[src/rtl/affine_addr_decoder_2d.sv]
// Receiving end of a 2D affine scan: checks each incoming address against the
// programmed scan, emits the decoded (x, y) per beat and halts on the first deviation.
module affine_addr_decoder_2d #(
  parameter int AW = 32,
  parameter int SW = 16
) (
  input  logic          clk_i,
  input  logic          rst_ni,
  input  logic          start_i,
  input  logic [SW-1:0] x_stride_i,
  input  logic [AW-1:0] y_stride_i,
  input  logic [AW-1:0] x_max_i,
  input  logic [AW-1:0] y_max_i,
  input  logic          in_valid_i,
  output logic          in_ready_o,
  input  logic [AW-1:0] in_addr_i,
  output logic          out_valid_o,
  input  logic          out_ready_i,
  output logic [AW-1:0] out_x_o,
  output logic [AW-1:0] out_y_o,
  output logic          out_last_x_o,
  output logic          out_last_frame_o,
  output logic          busy_o,
  output logic          done_o,
  output logic          err_o,
  output logic [AW-1:0] err_expected_o,
  output logic [AW-1:0] err_got_o
);

  typedef enum logic [1:0] {
    IDLE  = 2'd0,
    RUN   = 2'd1,
    DRAIN = 2'd2,
    ERROR = 2'd3
  } state_e;

  state_e        state_q, state_d;

  logic [SW-1:0] xStride_q, xStride_d;
  logic [AW-1:0] yStride_q, yStride_d;
  logic [AW-1:0] xMax_q, xMax_d;
  logic [AW-1:0] yMax_q, yMax_d;

  logic [AW-1:0] xCnt_q, xCnt_d;
  logic [AW-1:0] yCnt_q, yCnt_d;
  logic [AW-1:0] expAddr_q, expAddr_d;

  logic          outValid_q, outValid_d;
  logic [AW-1:0] outX_q, outX_d;
  logic [AW-1:0] outY_q, outY_d;
  logic          outLastX_q, outLastX_d;
  logic          outLastFrame_q, outLastFrame_d;

  logic          done_q, done_d;
  logic          err_q, err_d;
  logic [AW-1:0] errExpected_q, errExpected_d;
  logic [AW-1:0] errGot_q, errGot_d;

  logic          inReady;
  logic          accept;
  logic          outTaken;
  logic          addrMatch;
  logic          rowEnd;
  logic          frameEnd;

  // in_ready never looks at in_valid, so upstream may wait for it before asserting valid.
  assign inReady   = (state_q == RUN) && (!outValid_q || out_ready_i);
  assign accept    = in_valid_i && inReady;
  assign outTaken  = outValid_q && out_ready_i;
  assign addrMatch = (in_addr_i == expAddr_q);
  assign rowEnd    = (xCnt_q == xMax_q);
  assign frameEnd  = rowEnd && (yCnt_q == yMax_q);

  always_comb begin
    state_d        = state_q;
    xStride_d      = xStride_q;
    yStride_d      = yStride_q;
    xMax_d         = xMax_q;
    yMax_d         = yMax_q;
    xCnt_d         = xCnt_q;
    yCnt_d         = yCnt_q;
    expAddr_d      = expAddr_q;
    outValid_d     = outValid_q;
    outX_d         = outX_q;
    outY_d         = outY_q;
    outLastX_d     = outLastX_q;
    outLastFrame_d = outLastFrame_q;
    done_d         = 1'b0;
    err_d          = err_q;
    errExpected_d  = errExpected_q;
    errGot_d       = errGot_q;

    // A taken beat frees the register; a same-cycle accept below reloads it with no bubble.
    if (outTaken) begin
      outValid_d = 1'b0;
    end

    unique case (state_q)
      IDLE, ERROR: begin
        if (start_i) begin
          xStride_d     = x_stride_i;
          yStride_d     = y_stride_i;
          xMax_d        = x_max_i;
          yMax_d        = y_max_i;
          xCnt_d        = '0;
          yCnt_d        = '0;
          expAddr_d     = '0;
          err_d         = 1'b0;
          errExpected_d = '0;
          errGot_d      = '0;
          state_d       = RUN;
        end
      end

      RUN: begin
        if (accept) begin
          if (addrMatch) begin
            outValid_d     = 1'b1;
            outX_d         = xCnt_q;
            outY_d         = yCnt_q;
            outLastX_d     = rowEnd;
            outLastFrame_d = frameEnd;
            if (!rowEnd) begin
              xCnt_d    = xCnt_q + AW'(1);
              expAddr_d = expAddr_q + AW'(xStride_q);
            end else if (!frameEnd) begin
              xCnt_d    = '0;
              yCnt_d    = yCnt_q + AW'(1);
              expAddr_d = expAddr_q + yStride_q;
            end else begin
              state_d = DRAIN;
            end
          end else begin
            err_d         = 1'b1;
            errExpected_d = expAddr_q;
            errGot_d      = in_addr_i;
            state_d       = ERROR;
          end
        end
      end

      DRAIN: begin
        if (outTaken) begin
          done_d  = 1'b1;
          state_d = IDLE;
        end
      end

      default: begin
        state_d = IDLE;
      end
    endcase
  end

  always_ff @(posedge clk_i or negedge rst_ni) begin
    if (!rst_ni) begin
      state_q        <= IDLE;
      xStride_q      <= '0;
      yStride_q      <= '0;
      xMax_q         <= '0;
      yMax_q         <= '0;
      xCnt_q         <= '0;
      yCnt_q         <= '0;
      expAddr_q      <= '0;
      outValid_q     <= 1'b0;
      outX_q         <= '0;
      outY_q         <= '0;
      outLastX_q     <= 1'b0;
      outLastFrame_q <= 1'b0;
      done_q         <= 1'b0;
      err_q          <= 1'b0;
      errExpected_q  <= '0;
      errGot_q       <= '0;
    end else begin
      state_q        <= state_d;
      xStride_q      <= xStride_d;
      yStride_q      <= yStride_d;
      xMax_q         <= xMax_d;
      yMax_q         <= yMax_d;
      xCnt_q         <= xCnt_d;
      yCnt_q         <= yCnt_d;
      expAddr_q      <= expAddr_d;
      outValid_q     <= outValid_d;
      outX_q         <= outX_d;
      outY_q         <= outY_d;
      outLastX_q     <= outLastX_d;
      outLastFrame_q <= outLastFrame_d;
      done_q         <= done_d;
      err_q          <= err_d;
      errExpected_q  <= errExpected_d;
      errGot_q       <= errGot_d;
    end
  end

  assign in_ready_o       = inReady;
  assign out_valid_o      = outValid_q;
  assign out_x_o          = outX_q;
  assign out_y_o          = outY_q;
  assign out_last_x_o     = outLastX_q;
  assign out_last_frame_o = outLastFrame_q;
  assign busy_o           = (state_q == RUN) || (state_q == DRAIN);
  assign done_o           = done_q;
  assign err_o            = err_q;
  assign err_expected_o   = errExpected_q;
  assign err_got_o        = errGot_q;

endmodule

[config.mk]
export PLATFORM = sky130hd
export DESIGN_NAME = affine_addr_decoder_2d
export DESIGN_NICKNAME = d
export VERILOG_FILES = /design/src/rtl/affine_addr_decoder_2d.sv
export SDC_FILE = /design/constraint.sdc
export NUM_CORES = 1
export LEC_CHECK = 0
export CAP_MARGIN = 20
export CORE_AREA = 4 4 278 144
export DETAILED_ROUTE_END_ITERATION = 6
export DIE_AREA = 0 0 282 148
export MAX_ROUTING_LAYER = met4
export PLACE_DENSITY = 0.73
export SETUP_SLACK_MARGIN = 0.15
export SYNTH_ARGS = -nofsm -noshare
export SYNTH_HDL_FRONTEND = slang
export SYNTH_SLANG_ARGS = --single-unit
[constraint.sdc]
create_clock -name clk_i -period 6.95 [get_ports clk_i]
set_input_delay 1.39 -clock clk_i [delete_from_list [all_inputs] [get_ports clk_i]]
set_output_delay 1.39 -clock clk_i [all_outputs]
set_load 0.03 [all_outputs]
==> run_results.csv <==
group,metric,value,unit
power,p_clk_share,27.5,%
worst_setup_path,r2r-start,"xCnt_q[25]",
finish,area_delta_synth_final,27.17,%
power,power_frac_comb,35.3,%
synthesis,ys_seq_area_share,51.27,%
synthesis,synth_cell_types,63,
floorplan,io_pins,284,
place,port_buffers,283,
floorplan,dieArea,0.04174,mm^2
clocking,numCtsBuffers,35,
synthesis,syn_avg_cell_area,11.23,um^2
sta,tightest_slew,0.9514,ns
sta,fin_setup_tns,0,ns
sta,drv_slew,0,
floorplan,start_util,44.97,%
sta,period_share,74.86,%
global_route,grt_pass1_vias,12740,
sta,fmax,192.2,MHz
synthesis,yosysWarnings,0,
clocking,cts-htree-levels,2,
route,first_iter_violations,1009,
synthesis,synth-main-ff-cell,"dfrtp_1",
route,dr.pass1.iters,5,
clocking,cts_sinks,343,
worst_setup_path,critPathRequiredTime,7.36,ns
clocking,cts-root-buf,"clkbuf_16",
clocking,cts_resized,0,
power,total_power,0.007640,W
clocking,cts_tree,"built",
synthesis,synth_top_family_by_area,"compound AO/OA/AOI/OAI gates",
power,p_leak,9.378,nW
synthesis,async_flop_share,100.0,%
clocking,clockBufferDepth,3,
sta,min_period,5.203,ns
route,routed_wl,46540,um
global_route,grt_first_pass_wirelength,73490,um
place,routabilityCongestion,0.8796,
sta,fin_skew,0.01285,ns
power,p_int,0.004979,W
place,dp_slack,1.846,ns
worst_setup_path,r2r-end,"expAddr_q[30]",
route,postRouteAntennaNets,0,
synthesis,yosys-top-cells-area,"dfrtp_1 (51%), mux2_2 (12%), a22o_1 (4.9%)",
worst_setup_path,critPathArrivalTime,5.62,ns
worst_setup_path,start_kind,"register",
floorplan,row_count,50,
synthesis,synth_top_area_share,51.27,%
worst_hold_path,hold_class,"reg2reg",
route,via_count,12680,
synthesis,ys_ff_latch,343,
worst_hold_path,holdPathEnd,"err_o",
synthesis,synthSimpleGateAreaFrac,10.80,%
finish,drive_gt1_share,15.87,%
global_route,antenna_found_initial,2,
clocking,clock_latency,0.53,ns
sta,grt_setup_unrepaired,"no",
finish,final_core_util,57.20,%
worst_setup_path,ff2ff_setup_slack,1.75,ns
global_route,grtUsageTotal,22.88,%
global_route,grt_max_degree,124,
floorplan,die_w,282,um
sta,hold_viol_final,0,
clocking,path_clk_slew,0.07,ns
floorplan,die_h,148,um
sta,worst_slack,1.747,ns
finish,layout.nets,1930,
synthesis,synth_area,0.01674,mm^2
worst_setup_path,reg2reg_depth,17,
power,p_sw,0.002661,W
route,drc_errors,0,
clocking,post_cts_buffers,0,
clocking,postCtsHoldBufs,0,
power,p_sw_share,34.83,%
synthesis,yosys.area.top_type,"dfrtp_1",
synthesis,yosys-top-cells-count,"dfrtp_1 (343), mux2_2 (179), nand2_1 (151), a22o_1 (93), o21ai_0 (93)",
status,status,"complete, no violations",
sta,setup_viol,0,
power,powerDensity,358.9,mW/mm^2
floorplan,core,0.03722,mm^2
worst_hold_path,min_from,"err_o",
flow_run,drv_cap,0,
synthesis,synthAdderAreaFrac,3.184,%
place,hpwl,33270,um
worst_setup_path,cp_max_fo,18,
synthesis,synth-xor-area-share,6.644,%
synthesis,syn_nets,1682,
route,post_drt_wl_per_cell,20.59,um
synthesis,synth_edf_count,0,
worst_hold_path,hold_depth,1,
synthesis,synth_mux_area_share,12.22,%
synthesis,synth_most_common_cell,"dfrtp_1",
synthesis,synth_compound_area_share,13.02,%
power,seq_power_share,37.2,%
worst_setup_path,critical_path_class,"reg2reg",
power,ir_worst_vdd,195.2,uV
sta,max-slew-margin-rel,36.57,%
global_route,grt.overflow.total,0,
route,vias_per_cell,5.611,
worst_setup_path,end_kind,"register",
synthesis,syn_inst,1491,
finish,fill_cells,3110,
[cells in the final DEF, fill, tap and decap left out, drive strengths merged, types with 3 or more instances in the layout]
cell type      Yosys  final
inv               18     18
clkbuf            64     45
and2               8      8
a22o              93     93
a21oi             48     48
bufinv             0      7
o41ai              4      4
nand2b             3      3
a21o              23     23
clkinvlp           0      3
clkdlybuf4s50      0    282
nand2            151    151
and4               5      5
nor2              49     49
ha                41     41
o21ai             98     98
nor4              16     16
clkinv             0      7
a41oi              3      3
mux2             179    179
xor2              44     44
nand3             27     27
o31ai             20     20
o21bai             3      3
mux2i              3      3
and3              33     33
buf               27     21
nand4             33     33
xnor2             83     83
a31oi             12     12
dfrtp            343    343
nor3              21     21
or3                9      9
[cell type report]
class                      instances  area (um^2)  share of cell area [%]
antenna                            2        5.005                 0.02351
clock buffer                      45         1006                   4.725
clock inverter                    17        267.8                   1.258
inverter                          18        67.56                  0.3173
multi-input combinational       1038         7730                   36.31
sequential                       343         8583                   40.32
tap                              494        618.1                   2.903
timing repair buffer             303         3013                   14.15
[how the worst max path moves through the flow]
stage	cells past startpoint	endpoint	slack (ns)	startpoint
floorplan	19	expAddr_q[30]	2.60	xCnt_q[16]
global placement	11	yCnt_q[19]	1.84	in_addr_i[5]
detailed placement	12	yCnt_q[11]	1.85	in_addr_i[5]
CTS	17	expAddr_q[30]	1.83	xCnt_q[25]
global route	17	expAddr_q[30]	1.35	xCnt_q[16]
finish	17	expAddr_q[30]	1.75	xCnt_q[25]
[logic make-up after synthesis]
logic type	after synthesis
mux	182
fa+ha+maj	42
compound gates	322
simple gates	365
buf+inv	110
xor+xnor	127
flops	343
[power groups by stage]
| stage | clock network [W] | registers [W] | logic, W |
|---|---|---|---|
| 2_1_floorplan | 0 | 0.00292 | 0.00174 |
| 3_3_place_gp | 0 | 0.00287 | 0.00263 |
| 3_5_place_dp | 0 | 0.00288 | 0.00268 |
| 4_1_cts | 0.00213 | 0.00284 | 0.00270 |
| 5_1_grt | 0.00221 | 0.00289 | 0.00293 |
| 6_report | 0.00210 | 0.00285 | 0.00270 |
[critical path: stages (launching register included)]
cell and delay, ns:
dfrtp_1 0.50, xnor2_1 0.20, nand4_1 0.21, nor4_4 0.32, buf_4 0.27, and2_1 0.61, nand2_1 0.11, nand2_1 0.10
ha_1 0.26, a21oi_1 0.16, nand2_1 0.09, a31oi_1 0.23, o21ai_0 0.28, a211oi_1 0.71, nor4_1 0.15, o41a_1 0.35
or3_1 0.31, a31o_2 0.23
[flip-flops by register name (all words and copies together), names as in the netlist, 2 cells and up]
signal and flops:
xCnt_q 32, state_q 2, xMax_q 32, out_y_o 32
yStride_q 32, out_x_o 32, yMax_q 32, err_expected_o 32
xStride_q 16, err_got_o 32, expAddr_q 32, yCnt_q 32
[layer usage]
metal  GRT usage [%]  vias up  part of all wire (%)
met4           5.764        0                   2.2
li1                -     5880                     -
met5               -        -                     0
met1           30.42     6362                    44
met2           37.19      363                    49
met3           3.393       75                   4.9
[through the flow]
stage	area (um^2)	instances	hold WS, ns
after floorplan	16740	1491	0.4706
after global placement	19990	2195	0.4603
after detailed placement	20010	2196	0.4701
after CTS	21290	2258	0.4834
after global routing	21290	2260	0.5105
final	21290	2260	0.4781
No activity file was read; power rests on OpenSTA's default activity.
